===== config.mk =====
export PLATFORM = sky130hd
export DESIGN_NAME = serial_adder
export DESIGN_NICKNAME = d
export VERILOG_FILES = /design/src/rtl/adder_pkg.sv /design/src/rtl/full_adder_bit.sv /design/src/rtl/serial_adder.sv
export SDC_FILE = /design/constraint.sdc
export NUM_CORES = 1
export LEC_CHECK = 0
export ABC_AREA = 1
export BUFFER_PORTS_ARGS = -buffer_cell sky130_fd_sc_hd__buf_4
export CAP_MARGIN = 20
export CELL_PAD_IN_SITES_DETAIL_PLACEMENT = 1
export CELL_PAD_IN_SITES_GLOBAL_PLACEMENT = 1
export CORE_MARGIN = 2
export CORE_UTILIZATION = 37
export CTS_CLUSTER_SIZE = 20
export DETAILED_ROUTE_END_ITERATION = 10
export PLACE_DENSITY_LB_ADDON = 0.1
export SLEW_MARGIN = 15
export SYNTH_ARGS = -nofsm -noshare
export SYNTH_HDL_FRONTEND = slang
export SYNTH_HIERARCHICAL = 1
export SYNTH_SLANG_ARGS = --single-unit

===== constraint.sdc =====
create_clock -name clk -period 1.87 [get_ports clk]
set_input_delay 0.0935 -clock clk [delete_from_list [all_inputs] [get_ports clk]]
set_output_delay 0.0935 -clock clk [all_outputs]
set_load 0.05 [all_outputs]

===== src/rtl/adder_pkg.sv =====
// Shared types and sizing helpers for the bit-serial adder/subtractor.
package adder_pkg;

  typedef enum logic [0:0] {
    IDLE,
    RUN
  } adder_state_t;

  localparam int ADDER_MIN_WIDTH = 2;
  localparam int ADDER_MAX_WIDTH = 64;

  // Bit-counter width: holds 0..WIDTH-1.
  function automatic int cnt_w(input int width);
    return (width < 2) ? 1 : $clog2(width);
  endfunction

endpackage


===== src/rtl/full_adder_bit.sv =====
// Single-bit combinational full adder; one serial step of serial_adder.
module full_adder_bit (
  input  logic a,
  input  logic b,
  input  logic ci,
  output logic s,
  output logic co
);

  assign s  = a ^ b ^ ci;
  assign co = (a & b) | (a & ci) | (b & ci);

endmodule


===== src/rtl/serial_adder.sv =====
// Bit-serial adder/subtractor, LSB first, one bit per clock with a registered carry.
// Optional signed-overflow output ovf enabled by defining SERIAL_ADDER_OVF_EN.
module serial_adder
  import adder_pkg::*;
#(
  parameter int WIDTH = 8
) (
  input  logic             clk,
  input  logic             rst_n,
  input  logic             start,
  input  logic             sub,
  input  logic             cin,
  input  logic [WIDTH-1:0] a,
  input  logic [WIDTH-1:0] b,
  output logic [WIDTH-1:0] sum,
  output logic             cout,
  output logic             busy,
  output logic             done
`ifdef SERIAL_ADDER_OVF_EN
  ,
  output logic             ovf
`endif
);

  localparam int CW = cnt_w(WIDTH);
  localparam logic [CW-1:0] LAST_BIT = CW'(WIDTH - 1);

  if (WIDTH < ADDER_MIN_WIDTH || WIDTH > ADDER_MAX_WIDTH) begin : g_bad_width
    $error("serial_adder: WIDTH out of legal range");
  end

  adder_state_t     state_q, state_d;
  logic [WIDTH-1:0] a_sh_q, a_sh_d;
  logic [WIDTH-1:0] b_sh_q, b_sh_d;
  logic [WIDTH-1:0] res_sh_q, res_sh_d;
  logic [WIDTH-1:0] sum_q, sum_d;
  logic [CW-1:0]    cnt_q, cnt_d;
  logic             carry_q, carry_d;
  logic             cout_q, cout_d;
  logic             done_q, done_d;
`ifdef SERIAL_ADDER_OVF_EN
  logic             ovf_q, ovf_d;
`endif

  logic fa_s;
  logic fa_co;

  full_adder_bit u_fa (
    .a  (a_sh_q[0]),
    .b  (b_sh_q[0]),
    .ci (carry_q),
    .s  (fa_s),
    .co (fa_co)
  );

  always_comb begin
    // NOTE: every signal gets a default here so no path leaves it unassigned (no latches).
    state_d  = state_q;
    a_sh_d   = a_sh_q;
    b_sh_d   = b_sh_q;
    res_sh_d = res_sh_q;
    sum_d    = sum_q;
    cnt_d    = cnt_q;
    carry_d  = carry_q;
    cout_d   = cout_q;
    done_d   = 1'b0;
`ifdef SERIAL_ADDER_OVF_EN
    ovf_d    = ovf_q;
`endif

    unique case (state_q)
      IDLE: begin
        if (start) begin
          state_d  = RUN;
          a_sh_d   = a;
          b_sh_d   = sub ? ~b : b;
          carry_d  = sub ? 1'b1 : cin;
          cnt_d    = '0;
          res_sh_d = '0;
        end
      end
      RUN: begin
        res_sh_d = {fa_s, res_sh_q[WIDTH-1:1]};
        a_sh_d   = a_sh_q >> 1;
        b_sh_d   = b_sh_q >> 1;
        carry_d  = fa_co;
        cnt_d    = cnt_q + CW'(1);
        if (cnt_q == LAST_BIT) begin
          state_d = IDLE;
          cnt_d   = '0;
          sum_d   = {fa_s, res_sh_q[WIDTH-1:1]};
          cout_d  = fa_co;
          done_d  = 1'b1;
`ifdef SERIAL_ADDER_OVF_EN
          // Carry into the MSB is carry_q on the last step; carry out is fa_co.
          ovf_d   = carry_q ^ fa_co;
`endif
        end
      end
      default: state_d = IDLE;
    endcase
  end

  // NOTE: state registers use non-blocking assignments so all flops update from pre-edge values.
  always_ff @(posedge clk) begin
    if (!rst_n) begin
      state_q  <= IDLE;
      a_sh_q   <= '0;
      b_sh_q   <= '0;
      res_sh_q <= '0;
      sum_q    <= '0;
      cnt_q    <= '0;
      carry_q  <= 1'b0;
      cout_q   <= 1'b0;
      done_q   <= 1'b0;
`ifdef SERIAL_ADDER_OVF_EN
      ovf_q    <= 1'b0;
`endif
    end else begin
      state_q  <= state_d;
      a_sh_q   <= a_sh_d;
      b_sh_q   <= b_sh_d;
      res_sh_q <= res_sh_d;
      sum_q    <= sum_d;
      cnt_q    <= cnt_d;
      carry_q  <= carry_d;
      cout_q   <= cout_d;
      done_q   <= done_d;
`ifdef SERIAL_ADDER_OVF_EN
      ovf_q    <= ovf_d;
`endif
    end
  end

  assign sum  = sum_q;
  assign cout = cout_q;
  assign busy = (state_q == RUN);
  assign done = done_q;
`ifdef SERIAL_ADDER_OVF_EN
  assign ovf  = ovf_q;
`endif

endmodule


==> metrics.cfg <==
[cells_and_area]
areaGrowthSynthToFinish_pct = 21.0
utilization_pct = 47.1
fill_cells = 576
drive_gt1_share_pct = 18.6
diodes = 0
nNetsFinal = 287
fin_cells = 315

[floorplanning]
ioPinCount = 32
start_util_pct = 38.9
die-area_um2 = 5210
die_w_um = 72.2
fp-row-count = 24
dieHeight_um = 72.2
coreArea_um2 = 4410

[global_routing]
grtUsageMet1_pct = 23.4
grt_overflow = 0
grt_pass1_vias = 1484
antenna_found_initial = 0
top_usage_layer = met2
grt_pass1_wl_mm = 7.05
grt_util_all_layers_pct = 17.5
grt_use_met3_pct = 4.72
grt_start_max_net_pins = 24
met2_usage_pct = 27.4

[timing]
fin_crit_ns = 1.50
worst_slew_margin_rel_pct = 78.4
worst_slack_ns = 0.373
finalHoldViolations = 0
finClkSkew_ns = 0.00549
slew_violations = 0
tightest_slew_ns = 0.323
timing.final.crit_share_pct = 80.0
setup_viol = 0
max_clock_freq_mhz = 668
rsz0062_at_grt = no
finalSetupTns_ns = 0

[routing]
via_per_inst = 4.81
routed_wl_mm = 3.97
drtPass1Iterations = 4
drt_iter0_drc = 42
wire_per_inst_um = 12.6
vias = 1516
final_antenna_net_count = 0
route.detailed.drc = 0

[placement]
dpl.hpwl_mm = 2.75
post-place-ws_ns = 0.480
port_buffers = 31
gp_congestion = 0.693
dp_cells = 307

[critical_path]
cp_max_fo = 9
startpoint_type = flip-flop
critPathKind = reg2out
cp_data_arrival_time_ns = 1.40
path_cells = buf_4, buf_4, buf_4
cpMostUsedCell = buf_4
cp_data_required_time_ns = 1.78
cpMaxStageDelayCell = dfxtp_1
endpoint_kind = output pin
critPathMaxStageDelay_ns = 0.50

[yosys]
avgSynthCellArea_um2 = 7.41
synth_cells = 232
ys_ff_latch = 38
seq_area_frac_synth_pct = 44.3
syn_area_um2 = 1720
yosys_warnings = 6
synthesis.nets = 257
ys_types = 18

[power]
power_density_nw_per_um2 = 922
leakage_nw = 1.06
total_power_mw = 1.92
peakVddDrop_uv = 392

[cts]
cts_max_level = 2
cts_buffer_depth = 2
cts_inserted_buffers = 5
cts_setup_buffers = 0
ctsResizeCount = 0
cts_tree = yes
cts_hold_buf = 0
cts.sinks = 38
worstSkewPairLatency_ns = 0.30
clkTransAtPathRegs_ns = 0.07
cts_root_buf = clkbuf_8

[job]
drv_cap = 0

[worst_hold_path]
hold_path_class = in2reg

[run_status]
status = finished, final reports clean

-- cell usage after synthesis, drive strengths merged --
| cell | n | area share [%] |
|---|---|---|
| nand2 | 74 | 16 |
| dfxtp | 38 | 44 |
| inv | 29 | 6.3 |
| a21oi | 22 | 6.4 |
| nand3 | 19 | 5.5 |
| nor2 | 17 | 5.6 |
| buf | 11 | 6.1 |
| o21ai | 9 | 2.6 |
| a22oi | 5 | 2.2 |
| ha | 3 | 2.2 |
| o22ai | 3 | 1.1 |
| clkbuf | 1 | 0.22 |
| fa | 1 | 1.2 |
-- through the flow --
stage | hold WS [ns] | area, um^2
4_1_cts | 0.0539 | 2080
3_5_place_dp | 0.369 | 1940
2_1_floorplan | 0.236 | 1720
6_report | 0.0539 | 2080
5_1_grt | 0.0575 | 2080
3_3_place_gp | 0.348 | 1940
-- layout by cell type (no fill, tap or decap), drive strengths merged --
cell / count
dfxtp: 38
bufinv: 2
a22oi: 5
o22ai: 3
nand2: 74
a21oi: 22
inv: 29
nor2: 17
buf: 35
fa: 1
o21ai: 9
ha: 3
clkbuf: 6
nand3: 19
-- sequential cells by signal, indices dropped and copies added, names as in the netlist --
register and cells:
done 1, busy 1, cnt_q 3, a_sh_q 8, b_sh_q 8, sum 8, cout 1, carry_q 1
res_sh_q 7
-- power by group --
group	internal (mW)	leakage, nW	switching, mW
Combinational	0.0801	0.679	0.114
Sequential	0.837	0.309	0.0193
Clock	0.569	0.0714	0.300
Total	1.49	1.06	0.433
-- routing by layer --
metal / part of all wire (%) / wire, um / vias up
li1: - / - / 793
met1: 50 / 1980 / 690
met2: 44 / 1760 / 26
met3: 4.2 / 168 / 7
met4: 1.5 / 61 / 0
met5: 0 / 0 / -
-- critical path: cells and delay by family (launching register included) --
family,cells,cell delay [ns]
buf+inv,3,0.60
flops,1,0.50
-- area by class of cell --
cell class,instances,area [um^2],area share [%]
Clock inverter,2,60.1,2.89
Tap cell,52,65.1,3.13
Clock buffer,6,82.6,3.97
Multi-Input combinational cell,153,741,35.6
Inverter,29,109,5.23
Timing Repair Buffer,35,263,12.6
Sequential cell,38,761,36.6
-- final timing paths --
path                     to  slack [ns]       from  cells past startpoint
setup / recovery       busy        0.37       busy                      3
hold / removal    a_sh_q[7]        0.05       a[7]                      3
setup reg to reg     sum[7]        0.48       busy                      5
hold reg to reg   a_sh_q[7]        0.47  a_sh_q[7]                      2
-- cells by family (layout without fill, tap and decap cells) --
logic type / count (synthesis) / count (layout) / synth area share, %
AO/OA/AOI/OAI: 39 / 39 / 12.3
adder cells (fa/ha/maj): 4 / 4 / 3.35
buffers and inverters: 41 / 72 / 12.7
flip-flops: 38 / 38 / 44.3
AND/OR/NAND/NOR: 110 / 110 / 27.4
No activity file was read; power rests on OpenSTA's default activity.
